--- src/rtl/i2s_dac_tx_if.sv ---
// ---------------------------------------------------------------------------
// i2s_dac_tx_if
// Sample handshake between the amplitude stage (master) and the I2S DAC
// transmitter (slave).
//   sample_i        16-bit sample word
//   sample_valid_i  sample_i is valid this cycle
//   sample_ready_o  transmitter holding register is empty
// ---------------------------------------------------------------------------
interface i2s_dac_tx_if;
  logic [15:0] sample_i;
  logic        sample_valid_i;
  logic        sample_ready_o;

  modport master (
    output sample_i,
    output sample_valid_i,
    input  sample_ready_o
  );

  modport slave (
    input  sample_i,
    input  sample_valid_i,
    output sample_ready_o
  );
endinterface

--- src/rtl/i2s_dac_tx.sv ---
// ---------------------------------------------------------------------------
// i2s_dac_tx
// Serialises one 16-bit sample per audio frame into a mono I2S stream (same
// word on left and right) for the board DAC. BCLK, LRCK and SDATA are all
// derived from the single system clock.
//
// Parameters:
//   CLK_DIV        clk cycles per BCLK half-period (2..255)
// Ports:
//   clk            system clock, rising edge
//   rst_n          asynchronous active-low reset
//   smp            sample handshake (slave side of i2s_dac_tx_if)
//   mute_i         sampled at frame load; 1 sends an all-zero frame
//   bclk_o         I2S bit clock
//   lrck_o         word select, 0 = left, 1 = right
//   sdata_o        serial data, MSB first
//   underrun_o     one-clk pulse when a frame loads with no new sample
//   frame_start_o  one-clk pulse on every frame load
//
// Build option:
//   OFFSET_BINARY_EN  when defined the input is offset binary and its MSB is
//                     inverted at load to give two's complement; otherwise
//                     the sample passes through unchanged.
// ---------------------------------------------------------------------------
module i2s_dac_tx #(
  parameter int unsigned CLK_DIV = 8
) (
  input  logic        clk,
  input  logic        rst_n,
  i2s_dac_tx_if.slave smp,
  input  logic        mute_i,
  output logic        bclk_o,
  output logic        lrck_o,
  output logic        sdata_o,
  output logic        underrun_o,
  output logic        frame_start_o
);

  localparam logic [7:0] DIV_LAST = 8'(CLK_DIV - 1);

  logic [7:0]  div_cnt_r;
  logic [4:0]  bit_cnt_r;
  logic [31:0] shift_r;
  logic [15:0] hold_r;
  logic [15:0] last_word_r;
  logic        hold_full_r;

  logic        div_tc_s;
  logic        fall_tick_s;
  logic        load_s;
  logic        accept_s;
  logic [4:0]  bit_cnt_nxt_s;
  logic [15:0] word_s;
  logic [31:0] frame_word_s;

  // Convert the held sample into the two's-complement word the DAC expects.
  function automatic logic [15:0] to_dac_word(input logic [15:0] s);
`ifdef OFFSET_BINARY_EN
    return {~s[15], s[14:0]};
`else
    return s;
`endif
  endfunction

  assign div_tc_s      = (div_cnt_r == DIV_LAST);
  // bclk_o is still high in the clk where it is about to fall
  assign fall_tick_s   = div_tc_s & bclk_o;
  assign bit_cnt_nxt_s = bit_cnt_r + 5'd1;
  assign load_s        = fall_tick_s & (bit_cnt_r == 5'd31);
  assign accept_s      = smp.sample_valid_i & ~hold_full_r;
  assign word_s        = to_dac_word(hold_r);

  assign smp.sample_ready_o = ~hold_full_r;

  // Choose the 32-bit frame presented to the shifter at frame load.
  always_comb begin
    frame_word_s = 32'd0;
    if (mute_i) begin
      frame_word_s = 32'd0;
    end else if (hold_full_r) begin
      frame_word_s = {word_s, word_s};
    end else begin
      frame_word_s = {last_word_r, last_word_r};
    end
  end

  // BCLK divider: toggle bclk at the terminal count of div_cnt.
  always_ff @(posedge clk or negedge rst_n) begin
    if (!rst_n) begin
      div_cnt_r <= 8'd0;
      bclk_o    <= 1'b0;
    end else if (div_tc_s) begin
      div_cnt_r <= 8'd0;
      bclk_o    <= ~bclk_o;
    end else begin
      div_cnt_r <= div_cnt_r + 8'd1;
    end
  end

  // Bit position, word select and serial data all advance on BCLK falls.
  always_ff @(posedge clk or negedge rst_n) begin
    if (!rst_n) begin
      bit_cnt_r <= 5'd31;
      lrck_o    <= 1'b0;
      sdata_o   <= 1'b0;
      shift_r   <= 32'd0;
    end else if (fall_tick_s) begin
      bit_cnt_r <= bit_cnt_nxt_s;
      // LRCK switches one BCLK ahead of each channel's MSB
      lrck_o    <= (bit_cnt_nxt_s >= 5'd15) && (bit_cnt_nxt_s <= 5'd30);
      if (load_s) begin
        sdata_o <= frame_word_s[31];
        shift_r <= {frame_word_s[30:0], 1'b0};
      end else begin
        sdata_o <= shift_r[31];
        shift_r <= {shift_r[30:0], 1'b0};
      end
    end else begin
      bit_cnt_r <= bit_cnt_r;
    end
  end

  // One-entry holding register. A load consumes the entry as it stood
  // before the edge, so an accept in the load clk waits for the next frame.
  always_ff @(posedge clk or negedge rst_n) begin
    if (!rst_n) begin
      hold_r      <= 16'd0;
      hold_full_r <= 1'b0;
      last_word_r <= 16'd0;
    end else if (load_s && hold_full_r) begin
      hold_full_r <= 1'b0;
      // muted frames still update the repeat word
      last_word_r <= word_s;
    end else if (accept_s) begin
      hold_r      <= smp.sample_i;
      hold_full_r <= 1'b1;
    end else begin
      hold_full_r <= hold_full_r;
    end
  end

  // Frame-load status pulses, one clk wide.
  always_ff @(posedge clk or negedge rst_n) begin
    if (!rst_n) begin
      underrun_o    <= 1'b0;
      frame_start_o <= 1'b0;
    end else begin
      underrun_o    <= load_s & ~hold_full_r;
      frame_start_o <= load_s;
    end
  end

endmodule

--- src/flat_wrapper.sv ---
// flat-port wrapper written by rule: the top's interface ports become plain ports
module i2s_dac_tx_flat 
#(
  parameter int unsigned CLK_DIV = 8
)
  (clk, rst_n, mute_i, bclk_o, lrck_o, sdata_o, underrun_o, frame_start_o, smp_sample_i, smp_sample_valid_i, smp_sample_ready_o);
  i2s_dac_tx_if smp_i ();
  input  logic clk;
  input  logic rst_n;
  input  logic mute_i;
  output logic bclk_o;
  output logic lrck_o;
  output logic sdata_o;
  output logic underrun_o;
  output logic frame_start_o;
  input wire logic [$bits(smp_i.sample_i)-1:0] smp_sample_i;
  input wire logic [$bits(smp_i.sample_valid_i)-1:0] smp_sample_valid_i;
  output wire logic [$bits(smp_i.sample_ready_o)-1:0] smp_sample_ready_o;
  assign smp_i.sample_i = smp_sample_i;
  assign smp_i.sample_valid_i = smp_sample_valid_i;
  assign smp_sample_ready_o = smp_i.sample_ready_o;
  i2s_dac_tx #(.CLK_DIV(CLK_DIV)) u_core (.clk(clk), .rst_n(rst_n), .smp(smp_i), .mute_i(mute_i), .bclk_o(bclk_o), .lrck_o(lrck_o), .sdata_o(sdata_o), .underrun_o(underrun_o), .frame_start_o(frame_start_o));
endmodule
--- config.mk ---
export PLATFORM = sky130hd
export DESIGN_NAME = i2s_dac_tx_flat
export DESIGN_NICKNAME = d
export VERILOG_FILES = /design/src/rtl/i2s_dac_tx_if.sv /design/src/rtl/i2s_dac_tx.sv /design/src/flat_wrapper.sv
export SDC_FILE = /design/constraint.sdc
export NUM_CORES = 1
export LEC_CHECK = 0
export CAP_MARGIN = 10
export CORE_UTILIZATION = 58
export CTS_CLUSTER_DIAMETER = 30
export CTS_CLUSTER_SIZE = 8
export DETAILED_ROUTE_END_ITERATION = 8
export GPL_TIMING_DRIVEN = 0
export PLACE_DENSITY = 0.86
export SYNTH_ARGS = -nofsm -noshare
export SYNTH_HDL_FRONTEND = slang
export SYNTH_SLANG_ARGS = --single-unit
--- constraint.sdc ---
create_clock -name clk -period 2.95 [get_ports clk]
set_clock_uncertainty 0.2 [all_clocks]
set_input_delay 0.295 -clock clk [delete_from_list [all_inputs] [get_ports clk]]
set_output_delay 0.295 -clock clk [all_outputs]
set_load 0.01 [all_outputs]
Word level (Yosys, flattened, before mapping)
Index checks and enable logic that the tools add are counted.
{"block": "op_classes", "addsub": 2, "order_cmp": 2, "eq_ne": 2, "mux": 7, "bitwise_logic": 7, "reduce_logical": 4}
{"cell": "$mux 32", "n": 3}
{"cell": "$add 8x1->8 const B", "n": 1}
{"cell": "$eq 8x3->1 const B", "n": 1}
{"cell": "$mux 8", "n": 1}
{"cell": "$add 5x1->5 const B", "n": 1}
{"cell": "$eq 5x5->1 const B", "n": 1}
{"cell": "$ge 5x4->1 const B", "n": 1}
{"cell": "$le 5x5->1 const B", "n": 1}
{"cell": "$and 1x1->1", "n": 4}
{"cell": "$mux 1", "n": 3}
{"cell": "$not 1->1", "n": 3}
{"cell": "$logic_and 1x1->1", "n": 2}
{"cell": "$reduce_and 2->1", "n": 1}
{"cell": "$reduce_bool 2->1", "n": 1}
{"block": "totals", "regBits": 83, "inputBits": 20}

Longest topological paths before layout
Gate-level depths: netlist (run 1).
{"block": "depth", "ltp_word": 6, "depth_mapped": 9}

Worst setup path before layout (run 1)
Ideal clock, no wire load.
{"block": "synth_timing", "path_type": "flip-flop to flip-flop", "startpoint": "register u_core.bit_cnt_r[0]", "endpoint": "register u_core.shift_r[10]", "t_arrival_ns": 2.053, "required_time_ns": 2.668, "setup_slack_ns": 0.615, "stages_incl_launch_ff": 10, "path_buffers": 2, "period_less_slack_ns": 2.335, "path_cell_list": "dfstp_2 -> ha_1 -> and3_1 -> ha_1 -> buf_2 -> inv_1 -> nor2_1 -> buf_2 -> nand2_1 -> a31oi_1"}
{"block": "synth_between", "elab_chain_len": 3}
{"item": "start, declared", "line": "i2s_dac_tx.sv:42", "source": "logic [4:0] bit_cnt_r;"}
{"item": "start signal, assigned", "line": "i2s_dac_tx.sv:108", "source": "bit_cnt_r <= bit_cnt_nxt_s;"}
{"item": "start signal, assigned", "line": "i2s_dac_tx.sv:119", "source": "bit_cnt_r <= bit_cnt_r;"}
{"item": "$eq 5x5->1", "line": "i2s_dac_tx.sv:69", "source": "assign load_s = fall_tick_s & (bit_cnt_r == 5'd31);"}
{"item": "$and 1x1->1", "line": "i2s_dac_tx.sv:69"}
{"item": "$mux 32", "line": "i2s_dac_tx.sv:111", "source": "if (load_s) begin"}
{"item": "end signal, assigned", "line": "i2s_dac_tx.sv:113", "source": "shift_r <= {frame_word_s[30:0], 1'b0};"}
{"item": "end signal, assigned", "line": "i2s_dac_tx.sv:116", "source": "shift_r <= {shift_r[30:0], 1'b0};"}
{"item": "end, declared", "line": "i2s_dac_tx.sv:43", "source": "logic [31:0] shift_r;"}
Every way passes these cells.
A chain may end at the register's enable or synchronous reset.

Final worst setup path (run 1)
{"block": "layout_timing", "startpoint": "register u_core.bit_cnt_r[1]", "endpoint": "register u_core.shift_r[9]"}
The elaborated chain is that of the path after synthesis.

==> results of run 1 <==
==> kinds of logic (layout without fill, tap and decap cells) <==
family	Yosys count	in the layout
AO/OA/AOI/OAI	39	39
XOR/XNOR	10	10
adder cells (fa/ha/maj)	5	5
buffers and inverters	23	66
flip-flops	82	82
multiplexers	48	48
AND/OR/NAND/NOR	113	113
==> area by class of cell <==
cell class | instances | area [um^2]
flip-flops and latches | 82 | 2060
fillers | 440 | 1800
multi-input cells | 215 | 1510
repair buffers | 27 | 278
clock buffers | 11 | 141
well taps | 75 | 93.8
plain buffers | 17 | 86.3
clock inverters | 5 | 38.8
inverters | 6 | 22.5
==> flip-flops by register name (all words and copies together), names as in the netlist <==
name	cells
u_core.shift_r	31
u_core.hold_r	16
u_core.last_word_r	16
u_core.div_cnt_r	8
u_core.bit_cnt_r	5
u_core.bclk_o	1
u_core.frame_start_o	1
u_core.hold_full_r	1
u_core.lrck_o	1
u_core.sdata_o	1
u_core.underrun_o	1
==> worst reg2reg max path, cell delays in order, from the launching register on <==
cell     delay (ns)
dfstp_2        0.61
ha_1           0.22
and3_1         0.17
ha_1           0.16
buf_2          0.22
inv_1          0.15
nor2_2         0.32
buf_2          0.30
nand2_1        0.12
a31oi_1        0.21
==> placed cells by master, fill, tap and decap left out, types with 2 or more instances in the layout <==
master / Yosys / final
clkinvlp_4: 0 / 4
buf_2: 9 / 9
nand3_1: 6 / 6
nor2_1: 39 / 38
mux2_2: 38 / 38
clkbuf_8: 0 / 10
clkdlybuf4s50_1: 0 / 24
xor2_1: 2 / 2
clkbuf_1: 5 / 6
dfstp_2: 5 / 5
nor3_1: 2 / 2
xnor2_1: 8 / 8
nand2b_1: 18 / 18
inv_1: 6 / 6
o21ai_0: 2 / 2
dfrtp_1: 77 / 77
nor2b_1: 2 / 2
a31oi_1: 31 / 31
and3_1: 4 / 4
nand2_1: 36 / 36
buf_4: 1 / 2
mux2_4: 10 / 10
ha_1: 5 / 5
==> routing by layer <==
metal	vias to the layer above	wire (um)	track usage (%)
met5	-	0	0
met1	1250	3190	33.4
met3	14	259	4.89
met2	68	3430	38.2
met4	0	136	10.9
li1	1177	-	-
==> per-stage QoR <==
step           cell area [um^2]  setup TNS [ns]  power, mW
2_1_floorplan              3680               0       1.45
3_3_place_gp               4020         -109.26       1.53
3_5_place_dp               4040               0       1.55
4_1_cts                    4230               0       2.28
5_1_grt                    4230               0       2.36
6_report                   4230               0       2.26
==> how the worst max path moves through the flow <==
| stage | endpoint | depth (start not counted) |
|---|---|---|
| detailed placement | u_core.shift_r[12] | 9 |
| global route | u_core.shift_r[9] | 9 |
| floorplan | u_core.shift_r[10] | 9 |
| global placement | u_core.div_cnt_r[0] | 1 |
| CTS | u_core.shift_r[9] | 9 |
| finish | u_core.shift_r[9] | 9 |
==> repair_timing <==
item	CTS	global route
resized for setup	0	1
hold endpoints to repair	41	0
hold buffers	1	0
endpoints found under the setup margin	0	18
==> where the power goes <==
| group | total [mW] | internal, mW | switching [mW] |
|---|---|---|---|
| registers | 1.27 | 1.21 | 0.0643 |
| clock network | 0.743 | 0.332 | 0.411 |
| logic | 0.247 | 0.161 | 0.0868 |
| total | 2.26 | 1.70 | 0.562 |
==> out/qor.yml, run 1 <==
worst_setup_path:
  cp_slowest_cell: "dfstp_2"
  crit_arrival_ns: 2.82
  path_cells: "ha_1 > and3_1 > ha_1 > buf_2 > inv_1 > nor2_2 > buf_2 > nand2_1 > a31oi_1"
  critPathBufInv: 3
  rr_worst_depth: 9
  worstSetupEndpointType: "flop"
  r2r_setup_slack_ns: 0.20
  crit_fanout: 10
  cpPeakStageDelay_ns: 0.61
  r2r-start: "u_core.bit_cnt_r[1]"
  path_class: "reg -> reg"
  rr_endpoint: "u_core.shift_r[9]"
  cpLargestDelayFamily: "buffers and inverters"
  cp.required_ns: 3.02
  startpoint: "u_core.bit_cnt_r[1]"
  start_kind: "flop"
synth:
  syn_inst: 320
  yosys.area.top_type: "dfrtp_1"
  synth-adder-area-share_pct: 1.70
  async_reset_ff_share_pct: 100
  synth_compound_area_share_pct: 6.88
  synth_xor_area_share_pct: 2.38
  yosysMostFrequentCell: "dfrtp_1"
  synth_top_family_by_area: "multiplexers"
  synth.top_cell.area_share_pct: 52.4
  synth-simple-area-share_pct: 14.4
  synth-seq-cells: 82
  synth-seq-area-share_pct: 56.0
  yosysWarnings: 0
  synth_cell_type_count: 34
  synth-main-ff-cell: "dfrtp_1"
  synthMuxAreaShare_pct: 15.7
  synth_fp_nets: 345
  synth-edff-count: 0
  yosys-top-cells-count: "77 x dfrtp_1, 39 x nor2_1, 38 x mux2_2, 36 x nand2_1, 31 x a31oi_1"
  ys_top_cells_by_area: "dfrtp_1 52%, mux2_2 12%, a31oi_1 5.3%, mux2_4 4.1%, nor2_1 4.0%"
  synth_area_um2: 3680
  synth_area_per_cell_um2: 11.5
cells_and_area:
  layout-drive-gt1-share_pct: 23.1
  fin_util_pct: 70.2
  fin_nets: 383
  n_antenna_cell: 0
  fin_cells: 438
  syn2layout_area_growth_pct: 15.1
cts:
  cts.path.max_buffers: 2
  root_buffer: "clkbuf_8"
  htreeDepth: 3
  cts.sink_count: 82
  cts_buffers: 9
  postCtsSetupBuffers: 0
  insertion_delay_ns: 0.35
  cts_tree: "yes"
  clk_pin_slew_worst_paths_ns: 0.09
timing:
  fmax_mhz: 364
  fin_ws_ns: 0.200
  rsz0062_at_grt: "no"
  fin_crit_ns: 2.75
  worstMarginPinSlew_ns: 0.558
  min_period_over_period_pct: 93.2
  holdWs_ns: 0.263
  relSlewSlack_pct: 62.8
  finalMaxSlewViolations: 0
  hold_viol_final: 0
  setup_viol: 0
min_path:
  hold_end: "u_core.div_cnt_r[0]"
  min_path_cells: 1
  hp-start: "u_core.div_cnt_r[0]"
  hold_class: "reg -> reg"
placed_design:
  finalWeightedCongestion: 0.832
  dp_cells: 421
  hpwl_um: 4890
  place_ws_ns: 0.0922
  io_buffers: 25
floorplan:
  core_area_um2: 6030
  fp.dieArea_um2: 6660
  dieWidth_um: 81.6
  rows: 28
  initial_core_util_pct: 61.0
  ioPinCount: 26
  die_h_um: 81.6
routing:
  route.detailed.drc: 0
  routed_via_density: 5.73
  vias: 2509
  drt-total-wl_um: 7010
  drt_iter0_markers: 212
  wl_per_cell_um: 16.0
  ant_nets: 0
  first_pass_iters: 4
power_and_ir_drop:
  vdd_drop_max_uv: 396
  p_per_area_nw_per_um2: 535
  power.leakage_nw: 1.95
grt:
  grt_max_degree: 43
  antenna_found_initial: 0
  grt_pass1_wl_um: 12100
  gr-total-overflow: 0
  grt.total_usage_pct: 24.5
  grt_pass1_vias: 2580
status:
  status: "completed"
flow_run:
  cap_violations: 0
No activity file was read; power rests on OpenSTA's default activity.
==> run 2, diff against run 1 <==
--- a/config.mk
+++ b/config.mk
@@ -15,3 +15,4 @@
 export SYNTH_ARGS = -nofsm -noshare
 export SYNTH_HDL_FRONTEND = slang
 export SYNTH_SLANG_ARGS = --single-unit
+export TNS_END_PERCENT = 100
==> constraint.sdc (replaced) <==
create_clock -name clk -period 2.8 [get_ports clk]
set_clock_uncertainty 0.2 [all_clocks]
set_input_delay 0.28 -clock clk [delete_from_list [all_inputs] [get_ports clk]]
set_output_delay 0.28 -clock clk [all_outputs]
set_load 0.01 [all_outputs]
==> run 2 against run 1 <==
- flip-flop and latch count unchanged
- critical path type unchanged
- count of clock-buffer cells in the layout unchanged
- highest routed layer unchanged
- non-clock buffer count unchanged
- largest cell class unchanged
- wire length about the same
- total power up 5.2%
- setup slack worse by 0.0037 ns
==> out/qor.yml, run 2 (same netlist as run 1, synthesis figures left out) <==
status:
  status: "completed"
worst_setup_path:
  cp_slowest_cell: "dfstp_2"
  cpPeakStageDelay_ns: 0.61  # about the same
  start_kind: "flop"
  cp_common_cell: "ha_1"
  cp.required_ns: 2.87  # -0.15 ns
  path_cells: "ha_1 > and3_1 > ha_1 > buf_2 > inv_1 > nor2_4 > clkbuf_4 > nand2_1 > a31oi_1"
  crit_fanout: 10  # unchanged
  crit_arrival_ns: 2.67  # -0.15 ns
  worstSetupEndpointType: "flop"
  path_class: "reg -> reg"
floorplan:
  die_h_um: 81.6  # unchanged
  rows: 28  # unchanged
  fp.dieArea_um2: 6660  # unchanged
  ioPinCount: 26  # unchanged
  dieWidth_um: 81.6  # unchanged
  core_area_um2: 6030  # unchanged
  initial_core_util_pct: 61.0  # unchanged
routing:
  routed_via_density: 5.70  # -0.52%
  drt_iter0_markers: 225  # +6.1%
  vias: 2496  # -0.52%
  route.detailed.drc: 0  # unchanged
  first_pass_iters: 4  # unchanged
  drt-total-wl_um: 7010  # about the same
  ant_nets: 0  # unchanged
  wl_per_cell_um: 16.0  # about the same
power_and_ir_drop:
  vdd_drop_max_uv: 418  # +5.7%
  p_int_mw: 1.79  # +5.3%
  p_seq_share_pct: 56.4  # about the same
  power.leakage_nw: 1.95  # about the same
  p_comb_share_pct: 11.0  # about the same
  pwr-share-clk_pct: 32.6  # -0.2 points
  p_per_area_nw_per_um2: 562  # +5.0%
  switching_power_mw: 0.588  # +4.6%
  p_sw_share_pct: 24.7  # -0.13 points
timing:
  fin_crit_ns: 2.60  # -0.146 ns
  worstMarginPinSlew_ns: 0.570  # +0.0118 ns
  fin_ws_ns: 0.196  # -0.00367 ns
  rsz0062_at_grt: "no"
  setup_viol: 0  # unchanged
  fmax_mhz: 384  # +5.6%
  min_period_over_period_pct: 93.0  # -0.23 points
  relSlewSlack_pct: 62.0  # -0.78 points
  hold_viol_final: 0  # unchanged
  finalMaxSlewViolations: 0  # unchanged
cells_and_area:
  fin_nets: 383  # unchanged
  largest-register: "u_core.shift_r"
  fin_util_pct: 70.3  # +0.12 points
  layout-drive-gt1-share_pct: 23.1  # unchanged
  final_cell_mix: "77 x dfrtp_1, 38 x nor2_1, 38 x mux2_2, 36 x nand2_1, 31 x a31oi_1"
  final_common_cell: "dfrtp_1"
  largestRegisters: "u_core.shift_r (31), u_core.hold_r (16), u_core.last_word_r (16)"
  n_antenna_cell: 0  # unchanged
  syn2layout_area_growth_pct: 15.3
  largest_reg_flops: 31  # unchanged
cts:
  cts_tree: "yes"
  cts.sink_count: 82  # unchanged
  root_buffer: "clkbuf_8"
  cts_buffers: 9  # unchanged
  insertion_delay_ns: 0.35  # about the same
  htreeDepth: 3  # unchanged
  clk_pin_slew_worst_paths_ns: 0.08  # about the same
  cts.path.max_buffers: 2  # unchanged
grt:
  gr-total-overflow: 0  # unchanged
  grt.total_usage_pct: 24.5  # about the same
  grt_max_degree: 43  # unchanged
  grt_pass1_vias: 2572  # -0.31%
  grt_pass1_wl_um: 12100  # +0.12%
  antenna_found_initial: 0  # unchanged
min_path:
  hold_class: "in -> async"
placed_design:
  finalWeightedCongestion: 0.832  # unchanged
  io_buffers: 25  # unchanged
  place_ws_ns: -0.0578  # -0.150 ns
  hpwl_um: 4890  # unchanged
flow_run:
  cap_violations: 0  # unchanged
==> run 2: path summary, 6_finish.rpt <==
| check | slack, ns | cells past startpoint | to | start |
|---|---|---|---|---|
| max in group asynchronous | 1.48 | 3 | u_core.bit_cnt_r[0] | rst_n |
| max | 0.20 | 9 | u_core.shift_r[9] | u_core.bit_cnt_r[1] |
| min | 0.26 | 2 | u_core.hold_r[10] | rst_n |
| min reg2reg | 0.26 | 1 | u_core.div_cnt_r[0] | u_core.div_cnt_r[0] |
| min in group clk | 0.26 | 1 | u_core.div_cnt_r[0] | u_core.div_cnt_r[0] |
| max reg2reg | 0.20 | 9 | u_core.shift_r[9] | u_core.bit_cnt_r[1] |
==> run 2: worst max-delay path, delay by kind of cell, from the launching register on <==
family                   cells  cell delay (ns)
AO/OA/AOI/OAI                1             0.21
flip-flops                   1             0.61
adder cells (fa/ha/maj)      2             0.38
buffers and inverters        3             0.63
AND/OR/NAND/NOR              3             0.49
==> run 2: metal layers <==
metal,part of all wire (%),vias up,track usage [%]
li1,-,1173,-
met3,3.1,13,4.89
met4,1.8,0,10.4
met1,46,1260,33.4
met2,49,50,38.4
met5,0,-,0
==> run 2: timing repair <==
action                                 in CTS  in global routing
setup endpoints to repair                  18                 18
buffers inserted                            0                  0
endpoints found under the hold margin      41                  0
hold buffers                                1                  0
gates resized for setup                     1                  2
==> run 2: cell type report <==
cell class / count / area, um^2
buffer: 17 / 88.8
clock buffer: 11 / 141
clock inverter: 5 / 38.8
fill: 438 / 1790
inverter: 6 / 22.5
multi-input combinational: 215 / 1520
sequential: 82 / 2060
tap: 75 / 93.8
timing repair buffer: 27 / 278
==> run 2: power groups by stage <==
| stage | combinational [mW] | clock [mW] | sequential (mW) |
|---|---|---|---|
| 6_report | 0.261 | 0.777 | 1.34 |
| 5_1_grt | 0.286 | 0.841 | 1.36 |
| 4_1_cts | 0.266 | 0.790 | 1.34 |
| 3_5_place_dp | 0.262 | 0 | 1.37 |
| 3_3_place_gp | 0.250 | 0 | 1.36 |
| 2_1_floorplan | 0.184 | 0 | 1.34 |
==> run 2: per-stage QoR <==
stage | instance area (um^2) | instances | hold slack (ns) | setup TNS, ns | total power, mW
floorplan | 3680 | 320 | -0.216 | 0 | 1.52
CTS | 4230 | 438 | 0.262 | 0 | 2.40
finish | 4240 | 438 | 0.257 | 0 | 2.38
global route | 4240 | 438 | 0.288 | 0 | 2.49
detailed placement | 4040 | 421 | 0.0985 | -0.676 | 1.63
global placement | 4020 | 420 | 0.237 | -120.33 | 1.61
